### src/rtl/barvinn_pkg.sv
// Shared BARVINN loader types: transfer targets, loader FSM states and
// command-stream header field positions.
package barvinn_pkg;

  typedef enum logic [1:0] {
    LD_IMEM   = 2'd0,
    LD_DMEM   = 2'd1,
    LD_WEIGHT = 2'd2,
    LD_RSVD   = 2'd3
  } ld_target_e;

  typedef enum logic [1:0] {
    LS_IDLE = 2'd0,
    LS_HDR1 = 2'd1,
    LS_DATA = 2'd2,
    LS_DONE = 2'd3
  } ld_state_e;

  localparam int BEAT_W     = 32;
  localparam int H0_TGT_HI  = 31;
  localparam int H0_TGT_LO  = 30;
  localparam int H0_MASK_LO = 0;
  localparam int H1_BASE_LO = 0;
  localparam int H1_LEN_HI  = 31;
  localparam int H1_LEN_LO  = 16;

  function automatic logic is_pito_target(input ld_target_e t);
    return (t == LD_IMEM) || (t == LD_DMEM);
  endfunction

endpackage

### src/rtl/ldr_word_packer.sv
// Collects 32-bit beats, least-significant first, into one WWORD word and
// flags the beat that completes it. A partial word survives idle cycles.
module ldr_word_packer
  import barvinn_pkg::*;
#(
  parameter int WWORD = 64
) (
  input  logic              clk,
  input  logic              rst,
  input  logic              clear,
  input  logic              beat_valid,
  input  logic [31:0]       beat_data,
  output logic              word_valid,
  output logic [WWORD-1:0]  word
);

  localparam int BPW = WWORD / BEAT_W;
  localparam int CW  = (BPW > 1) ? $clog2(BPW) : 1;

  logic [CW-1:0] cnt;

  assign word_valid = beat_valid && (cnt == CW'(BPW - 1));

  always_ff @(posedge clk) begin
    if (rst || clear) begin
      cnt <= '0;
    end else if (beat_valid) begin
      cnt <= word_valid ? '0 : cnt + CW'(1);
    end
  end

  generate
    if (BPW == 1) begin : g_single
      assign word = beat_data;
    end else begin : g_multi
      // Earlier beats of the word; the completing beat is taken straight
      // from the input so the word is ready on the same cycle.
      logic [WWORD-BEAT_W-1:0] sr;

      always_ff @(posedge clk) begin
        if (rst) begin
          sr <= '0;
        end else if (beat_valid && !word_valid) begin
          sr[int'(cnt)*BEAT_W +: BEAT_W] <= beat_data;
        end
      end

      assign word = {beat_data, sr};
    end
  endgenerate

endmodule

### src/rtl/barvinn_host_loader.sv
// Host command-stream loader: decodes H0/H1 headers and turns data beats into
// auto-incrementing pito imem/dmem writes or broadcast MVU weight writes.
module barvinn_host_loader
  import barvinn_pkg::*;
#(
  parameter int NMVU  = 8,
  parameter int IADDR = 12,
  parameter int WADDR = 9,
  parameter int WWORD = 64
) (
  input  logic                    clk,
  input  logic                    rst,
  input  logic [31:0]             s_data,
  input  logic                    s_valid,
  output logic                    s_ready,
  output logic                    pito_program,
  output logic                    pito_imem_w_en,
  output logic                    pito_dmem_w_en,
  output logic [IADDR-1:0]        pito_mem_addr,
  output logic [31:0]             pito_mem_data,
  output logic [NMVU-1:0]         mvu_wrw_en,
  output logic [NMVU*WADDR-1:0]   mvu_wrw_addr,
  output logic [NMVU*WWORD-1:0]   mvu_wrw_word,
  output logic                    busy,
  output logic                    done,
  output logic                    err,
  output logic [1:0]              dbg_state
);

  localparam int AW = (IADDR > WADDR) ? IADDR : WADDR;

  ld_state_e         state, state_next;
  ld_target_e        tgt_q;
  logic [NMVU-1:0]   mask_q;
  logic [AW-1:0]     addr_q;
  logic [15:0]       len_q;
  logic [15:0]       idx_q;
  logic              bad_q;
  logic [WADDR-1:0]  mvu_addr_q;
  logic [WWORD-1:0]  mvu_word_q;

  logic              beat;
  logic              data_beat;
  logic              pk_beat;
  logic              pk_word_valid;
  logic [WWORD-1:0]  pk_word;
  logic              word_done;
  logic              last_word;
  logic              hdr_bad;

  // Handshake: a beat transfers on any cycle where s_valid && s_ready are
  // both high at the clock edge; the only back-pressure is the DONE cycle.
  assign s_ready   = !rst && (state != LS_DONE);
  assign beat      = s_valid && s_ready;
  assign data_beat = beat && (state == LS_DATA);
  assign pk_beat   = data_beat && (tgt_q == LD_WEIGHT);
  assign word_done = data_beat && ((tgt_q == LD_WEIGHT) ? pk_word_valid : 1'b1);
  assign last_word = (idx_q == len_q);
  assign hdr_bad   = (tgt_q == LD_RSVD) || ((tgt_q == LD_WEIGHT) && (mask_q == '0));

  assign busy      = (state != LS_IDLE);
  assign dbg_state = state;

  assign mvu_wrw_addr = {NMVU{mvu_addr_q}};
  assign mvu_wrw_word = {NMVU{mvu_word_q}};

  ldr_word_packer #(
    .WWORD(WWORD)
  ) u_packer (
    .clk        (clk),
    .rst        (rst),
    .clear      (state != LS_DATA),
    .beat_valid (pk_beat),
    .beat_data  (s_data),
    .word_valid (pk_word_valid),
    .word       (pk_word)
  );

  always_ff @(posedge clk) begin
    if (rst) begin
      state <= LS_IDLE;
    end else begin
      state <= state_next;
    end
  end

  always_comb begin
    state_next = state;
    case (state)
      LS_IDLE: if (beat) state_next = LS_HDR1;
      LS_HDR1: if (beat) state_next = LS_DATA;
      LS_DATA: if (word_done && last_word) state_next = LS_DONE;
      LS_DONE: state_next = LS_IDLE;
      default: state_next = LS_IDLE;
    endcase
  end

  always_ff @(posedge clk) begin
    if (rst) begin
      tgt_q          <= LD_IMEM;
      mask_q         <= '0;
      addr_q         <= '0;
      len_q          <= '0;
      idx_q          <= '0;
      bad_q          <= 1'b0;
      pito_program   <= 1'b0;
      pito_imem_w_en <= 1'b0;
      pito_dmem_w_en <= 1'b0;
      pito_mem_addr  <= '0;
      pito_mem_data  <= '0;
      mvu_wrw_en     <= '0;
      mvu_addr_q     <= '0;
      mvu_word_q     <= '0;
      done           <= 1'b0;
      err            <= 1'b0;
    end else begin
      pito_imem_w_en <= 1'b0;
      pito_dmem_w_en <= 1'b0;
      mvu_wrw_en     <= '0;
      done           <= 1'b0;
      case (state)
        LS_IDLE: begin
          if (beat) begin
            tgt_q        <= ld_target_e'(s_data[H0_TGT_HI:H0_TGT_LO]);
            mask_q       <= s_data[H0_MASK_LO +: NMVU];
            pito_program <= is_pito_target(ld_target_e'(s_data[H0_TGT_HI:H0_TGT_LO]));
          end
        end
        LS_HDR1: begin
          if (beat) begin
            addr_q <= s_data[H1_BASE_LO +: AW];
            len_q  <= s_data[H1_LEN_HI:H1_LEN_LO];
            idx_q  <= '0;
            bad_q  <= hdr_bad;
            if (hdr_bad) err <= 1'b1;
          end
        end
        LS_DATA: begin
          if (word_done) begin
            // Rejected transfers still walk the full length, silently.
            idx_q  <= idx_q + 16'd1;
            addr_q <= addr_q + AW'(1);
            if (last_word) done <= 1'b1;
            if (!bad_q) begin
              case (tgt_q)
                LD_IMEM: begin
                  pito_imem_w_en <= 1'b1;
                  pito_mem_addr  <= addr_q[IADDR-1:0];
                  pito_mem_data  <= s_data;
                end
                LD_DMEM: begin
                  pito_dmem_w_en <= 1'b1;
                  pito_mem_addr  <= addr_q[IADDR-1:0];
                  pito_mem_data  <= s_data;
                end
                LD_WEIGHT: begin
                  mvu_wrw_en <= mask_q;
                  mvu_addr_q <= addr_q[WADDR-1:0];
                  mvu_word_q <= pk_word;
                end
                default: ;
              endcase
            end
          end
        end
        LS_DONE: pito_program <= 1'b0;
        default: ;
      endcase
    end
  end

endmodule

### config.mk
export PLATFORM = sky130hd
export DESIGN_NAME = barvinn_host_loader
export DESIGN_NICKNAME = d
export VERILOG_FILES = /design/src/rtl/barvinn_pkg.sv /design/src/rtl/ldr_word_packer.sv /design/src/rtl/barvinn_host_loader.sv
export SDC_FILE = /design/constraint.sdc
export NUM_CORES = 1
export LEC_CHECK = 0
export ABC_CLOCK_PERIOD_IN_PS = 4370
export BUFFER_PORTS_ARGS = -buffer_cell sky130_fd_sc_hd__buf_4
export CAP_MARGIN = 15
export CORE_AREA = 2 2 267 269
export CTS_CLUSTER_DIAMETER = 200
export DETAILED_ROUTE_END_ITERATION = 8
export DIE_AREA = 0 0 269 271
export SYNTH_ARGS = -nofsm -noshare
export SYNTH_HDL_FRONTEND = slang
export SYNTH_HIERARCHICAL = 1
export SYNTH_SLANG_ARGS = --single-unit
### constraint.sdc
create_clock -name clk -period 4.37 [get_ports clk]
set_input_delay 0.6555 -clock clk [delete_from_list [all_inputs] [get_ports clk]]
set_output_delay 0.6555 -clock clk [all_outputs]
set_load 0.03 [all_outputs]
# Word-level counts from Yosys, hierarchy flattened
# Cells that the tools add are included.
[word_totals] reg_bits=220 latchBits=0 ram_bits=0 mem_bits_ro=0 in_bits=35 out_inout_bits=645 elab_cells=94 n_memories=0
[classes] addsub=4 mul=0 div_mod_pow=0 order_cmp=0 eq_ne=14 shifts=2 n_mux=18 n_bitwise=4 n_reduce_logical=33
[op_table] cell="6-bit negation with 33-bit output" count=1
[op_table] cell="32-bit by 33-bit variable shift with 32-bit output (first input constant)" count=1
[op_table] cell="32-bit by 33-bit indexed part select with 32-bit output" count=1
[op_table] cell="32-bit bitwise mux" count=1
[op_table] cell="16-bit two-way mux" count=2
[op_table] cell="16-bit case mux with 2 select lines" count=1
[op_table] cell="12-bit two-way mux" count=2
[op_table] cell="12-bit case mux with 2 select lines" count=1
[op_table] cell="16-bit by 1-bit adder with 16-bit output (second input constant)" count=1
[op_table] cell="16-bit == test" count=1
[op_table] cell="12-bit by 1-bit adder with 12-bit output (second input constant)" count=1
[op_table] cell="2-bit inequality test (second input constant)" count=5
[op_table] cell="1-bit logical AND" count=9
[op_table] cell="3-bit AND reduction" count=3
[op_table] cell="2-bit == test (second input constant)" count=4
[op_table] cell="8-bit logical NOT" count=1
[op_table] cell="2-bit case mux with 4 select lines" count=1
[op_table] cell="4-bit AND reduction" count=2
[op_table] cell="2-bit by 1-bit == test with 1-bit output (second input constant)" count=3
[op_table] cell="2-bit logical NOT" count=3
[op_table] cell="1-bit two-way mux" count=6
[op_table] cell="2-bit two-way mux" count=3
[op_table] cell="2-bit AND reduction" count=3
[op_table] cell="2-bit nonzero test" count=3
[op_table] cell="other kinds (10)" count=16

# Depth between registers and ports, before layout
# Gate-level depths: netlist of run 1.
[logic_depth] depth_word=11 ltp_mapped=14 mapped_depth_nobuf=10

# By module
# The synthesis of run 1 kept the hierarchy.
[by_module_without_submodules] module="barvinn_host_loader" instances=1 cells_per_inst=1425 area_each_um2=11131.9 seq_area_each_um2=3743.6
[by_module_without_submodules] module="ldr_word_packer" instances=1 cells_per_inst=181 area_each_um2=1747.9 seq_area_each_um2=660.6

# Worst setup path after synthesis of run 1
# OpenSTA, ideal clock, no wires.
[synth_timing] kind="register to register" from="register state[0], in the netlist dbg_state[0]" to="register addr_q[2]" setup_ps=128 t_arrival_ps=2655 required_time_ps=4242 setup_slack_ps=1587 path_stages_with_launch=15 n_path_buf=5 synth_period_minus_slack_ps=2783 cell_sequence="dfxtp_1 inv_1 ha_1 buf_2 nand4bb_1 buf_2 nor2b_1 buf_4 and2_1 nor3b_2 o22ai_2 buf_2 buf_4 a22oi_1 nor2_1"
[synth_between] elab_chain_cells=10 elab_cells_between_ends=15 classes_between="eq/ne: 5; mux: 2; reduce/logical: 8"
[synth_rtl] item="start, declared" line="barvinn_host_loader.sv:32" text="ld_state_e state, state_next;"
[synth_rtl] item="start signal, assigned" line="barvinn_host_loader.sv:83" text="state <= state_next;"
[synth_rtl] item="2-bit inequality test" line="barvinn_host_loader.sv:53" text="assign s_ready = !rst && (state != LS_DONE);"
[synth_rtl] item="1-bit logical AND" line="barvinn_host_loader.sv:53"
[synth_rtl] item="1-bit logical AND" line="barvinn_host_loader.sv:54" text="assign beat = s_valid && s_ready;"
[synth_rtl] item="1-bit logical AND (*)" line="barvinn_host_loader.sv:55" text="assign data_beat = beat && (state == LS_DATA);"
[synth_rtl] item="1-bit logical AND (*)" line="barvinn_host_loader.sv:56" text="assign pk_beat = data_beat && (tgt_q == LD_WEIGHT);"
[synth_rtl] item="via pk_beat" line="barvinn_host_loader.sv:44" text="logic pk_beat;"
[synth_rtl] item="1-bit logical AND (*)" line="ldr_word_packer.sv:22" text="assign word_valid = beat_valid && (cnt == CW'(BPW - 1));"
[synth_rtl] item="via pk_word_valid" line="barvinn_host_loader.sv:45" text="logic pk_word_valid;"
[synth_rtl] item="1-bit two-way mux (*)" line="barvinn_host_loader.sv:57" text="assign word_done = data_beat && ((tgt_q == LD_WEIGHT) ? pk_word_valid : 1'b1);"
[synth_rtl] item="1-bit logical AND (*)" line="barvinn_host_loader.sv:57"
[synth_rtl] item="2-bit inequality test (no line) (*)"
[synth_rtl] item="3-bit AND reduction (no line) (*)"
[synth_rtl] item="end signal, assigned" line="barvinn_host_loader.sv:131" text="addr_q <= s_data[H1_BASE_LO +: AW];"
[synth_rtl] item="end signal, assigned" line="barvinn_host_loader.sv:142" text="addr_q <= addr_q + AW'(1);"
[synth_rtl] item="end, declared" line="barvinn_host_loader.sv:35" text="logic [AW-1:0] addr_q;"
# Mark *: on every way through the listed nets, which the timed path passes. The rest lies on a longest branch.
# A chain may end at the register's enable or synchronous reset.

# Worst setup path in the final report of run 1
[layout_timing] from="register state[0], in the netlist dbg_state[0]" to="register idx_q[4]"
[layout_between] elab_chain_cells=10 elab_cells_between_ends=15 classes_between="eq/ne: 5; mux: 2; reduce/logical: 8"
[layout_rtl] item="2-bit inequality test" line="barvinn_host_loader.sv:53"
[layout_rtl] item="1-bit logical AND" line="barvinn_host_loader.sv:53"
[layout_rtl] item="1-bit logical AND" line="barvinn_host_loader.sv:54"
[layout_rtl] item="1-bit logical AND (*)" line="barvinn_host_loader.sv:55"
[layout_rtl] item="1-bit logical AND (*)" line="barvinn_host_loader.sv:56"
[layout_rtl] item="via pk_beat" line="barvinn_host_loader.sv:44"
[layout_rtl] item="1-bit logical AND (*)" line="ldr_word_packer.sv:22"
[layout_rtl] item="via pk_word_valid" line="barvinn_host_loader.sv:45"
[layout_rtl] item="1-bit two-way mux (*)" line="barvinn_host_loader.sv:57"
[layout_rtl] item="1-bit logical AND (*)" line="barvinn_host_loader.sv:57"
[layout_rtl] item="2-bit inequality test (no line) (*)"
[layout_rtl] item="3-bit AND reduction (no line) (*)"
[layout_rtl] item="end signal, assigned" line="barvinn_host_loader.sv:141" text="idx_q <= idx_q + 16'd1;"
[layout_rtl] item="end, declared" line="barvinn_host_loader.sv:37" text="logic [15:0] idx_q;"
# Marks and branches as above.

==> flow_metrics.env, run 1 <==
export IMPL_nets=1746
export IMPL_ir_drop_mv=0.2355
export IMPL_layout_drive_gt1_share=0.4386
export IMPL_cts_buffer_depth=3
export IMPL_grt_overflow_total=0
export IMPL_hold_buffers=0
export IMPL_seqCellArea_um2=4405
export IMPL_placedCellCount=2613
export IMPL_critical_path_arrival_ns=3.51
export IMPL_status="completed"
export IMPL_power_per_cell_area_nw_per_um2=341.8
export IMPL_setup_violations=0
export IMPL_antenna_found_initial=2
export IMPL_async_reset_ff_frac=0
export IMPL_multi_input_area_um2=4015
export IMPL_syn_area_um2=12880
export IMPL_wl_per_cell_um=17.75
export IMPL_start_util=0.1846
export IMPL_hpwl_um=35080
export IMPL_syn_avg_cell_area_um2=8.020
export IMPL_synth_warnings=6
export IMPL_grt_pass1_wl_um=63830
export IMPL_ant_nets=0
export IMPL_synth_most_common_cell="buf_4"
export IMPL_hold_viol=0
export IMPL_worstSetupEndpointType="flop"
export IMPL_dieArea_um2=72900
export IMPL_n_antenna_cell=0
export IMPL_core_area_um2=69790
export IMPL_finClkSkew_ns=0.02226
export IMPL_gp_congestion=0.7899
export IMPL_num_vias=10000
export IMPL_grt_pass1_vias=8595
export IMPL_io_pins=680
export IMPL_h_tree_depth=1
export IMPL_worst_slew_pin_slew_ns=0.8963
export IMPL_vias_per_cell=3.752
export IMPL_fmax_ghz=0.3282
export IMPL_synth_edff_count=0
export IMPL_clk_pin_slew_ns=0.06
export IMPL_first_iter_violations=541
export IMPL_areaGrowthSynthToFinish_pct=22.99
export IMPL_cts_tree="done"
export IMPL_rsz0062_at_grt="false"
export IMPL_insertion_delay_ns=0.58
export IMPL_synth_nets=1648
export IMPL_max_cap_violations=0
export IMPL_finalMaxSlewViolations=0
export IMPL_ys_seq_area_frac=0.3419
export IMPL_cts_setup_buffers=0
export IMPL_synth_top_cells_by_count="553 x buf_4, 308 x nand2_1, 220 x dfxtp_1"
export IMPL_cts_resized=0
export IMPL_grtUsageTotal=0.1183
export IMPL_min_period_over_period=0.6972
export IMPL_synthTopCellsByArea="dfxtp_1 34%, buf_4 32%, nand2_1 9.0%"
export IMPL_numCtsBuffers=29
export IMPL_min_path_type="in2reg"
export IMPL_setup_slack_ns=1.323
export IMPL_cts_sinks=220
export IMPL_worstPathRequired_ns=4.83
export IMPL_cp_max_fo=20
export IMPL_ys_ff_latch=220
export IMPL_dpl_worst_slack_ns=1.138
export IMPL_final_setup_tns_ns=0
export IMPL_finalCriticalPeriod_ns=3.047
export IMPL_fillers=7719
export IMPL_grt_max_degree=189
export IMPL_totalWireLength_um=47320
export IMPL_relSlewSlack=0.4025
export IMPL_p_leak_nw=6.977
export IMPL_synth_top_area_share=0.3419
export IMPL_rows=97
export IMPL_synth_cells=1606
export IMPL_route_detailed_drc=0
export IMPL_synth_top_area_cell="dfxtp_1"
export IMPL_cts_root_buf="clkbuf_16"
export IMPL_fp_dieH_um=271
export IMPL_worstSetupPathType="reg2reg"
export IMPL_synth_ff_type="dfxtp_1"
export IMPL_die_w_um=269
export IMPL_final_cell_count_no_fill=2666
export IMPL_dr_pass1_iters=4
export IMPL_portBuffers=679
export IMPL_yosysUniqueCellTypes=47
export IMPL_startpoint_type="flop"
-- cell usage in the layout, fill, tap and decap left out, types with 3 or more instances in the layout --
cell type,synthesis,layout
o21ai_0,11,11
o2bb2ai_1,3,3
nand2b_1,34,34
dfxtp_1,220,219
nor3_1,9,9
ha_1,7,7
a21oi_1,153,153
and4_1,3,3
nand4_1,18,18
nand4bb_1,34,34
a311oi_1,3,3
inv_1,7,7
or2_2,3,3
and2_1,14,14
buf_4,553,687
o21ai_1,32,32
nand2_1,308,308
clkbuf_16,0,29
xnor2_1,11,11
a22oi_1,4,4
clkinv_2,0,6
clkbuf_8,0,6
clkinvlp_4,0,3
nor2_1,41,41
xor2_1,19,19
nor4_1,9,9
nand3_1,5,5
mux2i_1,3,3
a211oi_1,5,5
nor2b_1,5,4
bufinv_16,0,3
-- report_power, final --
part / internal [mW] / switching, mW / total [mW]
sequential: 2.08 / 0.0973 / 2.17
clock: 1.49 / 1.02 / 2.51
combinational: 0.238 / 0.489 / 0.727
-- state kept, by name, summed over array words and instances (netlist names), 2 cells and up --
signal,flops
mvu_wrw_en,8
dbg_state,2
len_q,16
pito_mem_data,32
pito_mem_addr,12
addr_q,12
tgt_q,2
u_packer/g_multi.sr,32
mvu_addr_q,9
idx_q,16
mask_q,8
mvu_word_q,64
-- stage by stage --
stage	cell area (µm²)	power (mW)	hold slack, ns	util
floorplan	12880	2.663	0.4324	-
global placement	14830	2.953	0.4424	0.2126
detailed placement	14830	2.954	0.4472	0.2126
CTS	15840	5.515	0.3381	0.2270
global route	15840	5.663	0.3408	0.2270
finish	15840	5.415	0.3658	0.2270
-- final cells by class --
type / count / share of cell area
repair buffers: 690 / 0.3290
flip-flops and latches: 220 / 0.2781
multi-input cells: 756 / 0.2535
well taps: 940 / 0.07424
clock buffers: 35 / 0.05039
clock inverters: 18 / 0.01319
inverters: 7 / 0.001659
-- layer usage --
metal | track usage | wire, µm | vias to the layer above
met3 | 0.01684 | 2721 | 42
met2 | 0.1922 | 22200 | 358
met5 | 0 | 0 | -
met1 | 0.1616 | 21310 | 4746
met4 | 0.03319 | 1090 | 0
li1 | - | - | 4856
-- worst max-delay path: stages, from the launching register on --
cell	delay, ns
dfxtp_1	0.38
ha_1	0.36
nand4bb_1	0.51
nor2b_4	0.22
and2_1	0.24
nor3b_2	0.10
o22ai_2	0.43
buf_4	0.34
nand4_1	0.14
xor2_1	0.17
nor2_1	0.05
-- cell families after synthesis --
family | Yosys count | synth area share
AND/OR/NAND/NOR | 497 | 0.1888
multiplexers | 3 | 0.002332
adder cells (fa/ha/maj) | 7 | 0.006800
AO/OA/AOI/OAI | 219 | 0.09083
XOR/XNOR | 30 | 0.02040
buffers and inverters | 630 | 0.3489
flip-flops | 220 | 0.3419
-- path summary, 6_finish.rpt --
| kind | from | to | slack [ns] | cells past startpoint |
|---|---|---|---|---|
| worst max-delay path | dbg_state[0] | idx_q[4] | 1.32 | 10 |
| worst min-delay path | s_data[12] | pito_mem_data[12] | 0.37 | 3 |
| worst max register to register | dbg_state[0] | idx_q[4] | 1.32 | 10 |
| worst min register to register | u_packer/g_multi.sr[29] | mvu_word_q[29] | 0.45 | 2 |
Note: power is estimated with default switching activity, not from simulation.
==> run 2: changes to the inputs <==
--- a/config.mk
+++ b/config.mk
@@ -5,13 +5,13 @@
 export SDC_FILE = /design/constraint.sdc
 export NUM_CORES = 1
 export LEC_CHECK = 0
-export ABC_CLOCK_PERIOD_IN_PS = 4370
+export ABC_CLOCK_PERIOD_IN_PS = 2630
 export BUFFER_PORTS_ARGS = -buffer_cell sky130_fd_sc_hd__buf_4
 export CAP_MARGIN = 15
-export CORE_AREA = 2 2 267 269
+export CORE_AREA = 2 2 268 270
 export CTS_CLUSTER_DIAMETER = 200
 export DETAILED_ROUTE_END_ITERATION = 8
-export DIE_AREA = 0 0 269 271
+export DIE_AREA = 0 0 270 272
 export SYNTH_ARGS = -nofsm -noshare
 export SYNTH_HDL_FRONTEND = slang
 export SYNTH_HIERARCHICAL = 1
==> constraint.sdc (replaced) <==
create_clock -name clk -period 2.63 [get_ports clk]
set_input_delay 0.3945 -clock clk [delete_from_list [all_inputs] [get_ports clk]]
set_output_delay 0.3945 -clock clk [all_outputs]
set_load 0.03 [all_outputs]
==> flow_metrics.env, run 2 (same netlist as run 1, synthesis figures left out) <==
export IMPL_insertion_delay_ns=0.58
export IMPL_p_leak_nw=7.067
export IMPL_layout_commonest_cell="buf_4"
export IMPL_cts_resized=0
export IMPL_portBuffers=679
export IMPL_whs_ns=0.1169
export IMPL_antenna_found_initial=2
export IMPL_num_vias=10180
export IMPL_numCtsBuffers=29
export IMPL_grt_pass1_vias=8965
export IMPL_h_tree_depth=1
export IMPL_r2r_slack_ns=0.20
export IMPL_start_util=0.1820
export IMPL_power_per_cell_area_nw_per_um2=574.7
export IMPL_min_path_type="in2reg"
export IMPL_ant_nets=0
export IMPL_worstPathRequired_ns=3.05
export IMPL_power_frac_clock=0.473
export IMPL_relSlewSlack=0.4338
export IMPL_power_frac_comb=0.139
export IMPL_hpwl_um=33680
export IMPL_core_area_um2=70750
export IMPL_vias_per_cell=3.780
export IMPL_ir_drop_mv=0.5026
export IMPL_setup_violations=0
export IMPL_startpoint_type="flop"
export IMPL_dr_pass1_iters=5
export IMPL_min_period_over_period=0.9221
export IMPL_p_sw_mw=2.695
export IMPL_finalMaxSlewViolations=0
export IMPL_totalWireLength_um=46700
export IMPL_fmax_ghz=0.4124
export IMPL_nets=1762
export IMPL_cts_root_buf="clkbuf_16"
export IMPL_grt_overflow_total=0
export IMPL_wl_per_cell_um=17.33
export IMPL_cts_setup_buffers=0
export IMPL_cts_buffer_depth=3
export IMPL_gp_congestion=0.7870
export IMPL_first_iter_violations=780
export IMPL_p_int_mw=6.519
export IMPL_top_regs="mvu_word_q x64, pito_mem_data x32, u_packer/g_multi.sr x32"
export IMPL_final_cell_mix="702 x buf_4, 308 x nand2_1, 218 x dfxtp_1"
export IMPL_critical_path_arrival_ns=2.85
export IMPL_route_detailed_drc=0
export IMPL_final_setup_tns_ns=0
export IMPL_rows=98
export IMPL_hold_buffers=0
export IMPL_layout_drive_gt1_share=0.4446
export IMPL_grt_pass1_wl_um=64290
export IMPL_pwr_share_seq=0.388
export IMPL_cts_tree="done"
export IMPL_die_w_um=270
export IMPL_finClkSkew_ns=0.02051
export IMPL_grt_max_degree=172
export IMPL_hold_viol=0
export IMPL_grtUsageTotal=0.1165
export IMPL_fp_dieH_um=272
export IMPL_finalCriticalPeriod_ns=2.425
export IMPL_areaGrowthSynthToFinish_pct=24.49
export IMPL_dieArea_um2=73440
export IMPL_largest_register="mvu_word_q"
export IMPL_cp_max_fo=7
export IMPL_largest_register_ff_count=64
export IMPL_clk_pin_slew_ns=0.06
export IMPL_worstSetupPathType="reg2reg"
export IMPL_io_pins=680
export IMPL_sw_frac_of_total=0.2925
export IMPL_worstSetupEndpointType="flop"
export IMPL_status="completed"
export IMPL_rsz0062_at_grt="false"
export IMPL_max_cap_violations=0
export IMPL_worst_slew_pin_slew_ns=0.8493
export IMPL_cts_sinks=220
[run 2: final timing paths]
check                               start           endpoint  depth (start not counted)
hold reg to reg   u_packer/g_multi.sr[20]     mvu_word_q[20]                          2
hold / removal                 s_data[13]  pito_mem_data[13]                          3
setup / recovery                 tgt_q[1]          addr_q[9]                          8
setup reg to reg                 tgt_q[1]          addr_q[9]                          8
[run 2: area by class of cell]
class,count,area [µm²]
inverter,7,26.28
timing repair buffer,706,5344
multi-input combinational,756,4015
clock buffer,34,784.5
fill,7732,54720
sequential,220,4407
clock inverter,20,266.5
antenna,1,2.502
tap,950,1189
[run 2: power groups by stage]
stage	clock, mW	sequential, mW	combinational, mW
after floorplan	0	3.70	0.726
after global placement	0	3.65	1.29
after detailed placement	0	3.65	1.28
after CTS	4.54	3.57	1.29
after global routing	4.64	3.58	1.41
final	4.36	3.57	1.28
[run 2: routing by layer]
metal,routed length (µm),vias to the layer above,track usage
met3,3764,34,0.03121
met1,20160,4827,0.1544
li1,-,4882,-
met2,21900,441,0.1883
met5,0,-,0
met4,880,0,0.02602
[run 2: through the flow]
step	instance area [µm²]	utilization	power [mW]	setup slack [ns]	instances
2_1_floorplan	12880	-	4.427	0.01266	1606
3_3_place_gp	14980	0.2117	4.935	0.3910	2639
3_5_place_dp	14980	0.2117	4.930	0.2850	2639
4_1_cts	16030	0.2266	9.400	0.2347	2693
5_1_grt	16030	0.2266	9.640	0.01172	2693
6_report	16030	0.2266	9.214	0.2050	2694
[run 2: worst max-delay path: stages (launching register included)]
cell,delay (ns)
dfxtp_1,0.45
nor2b_1,0.37
nor2b_4,0.22
and2_1,0.24
nor3b_2,0.09
nor2_1,0.39
nor2_1,0.22
o21ai_0,0.20
a21oi_1,0.08
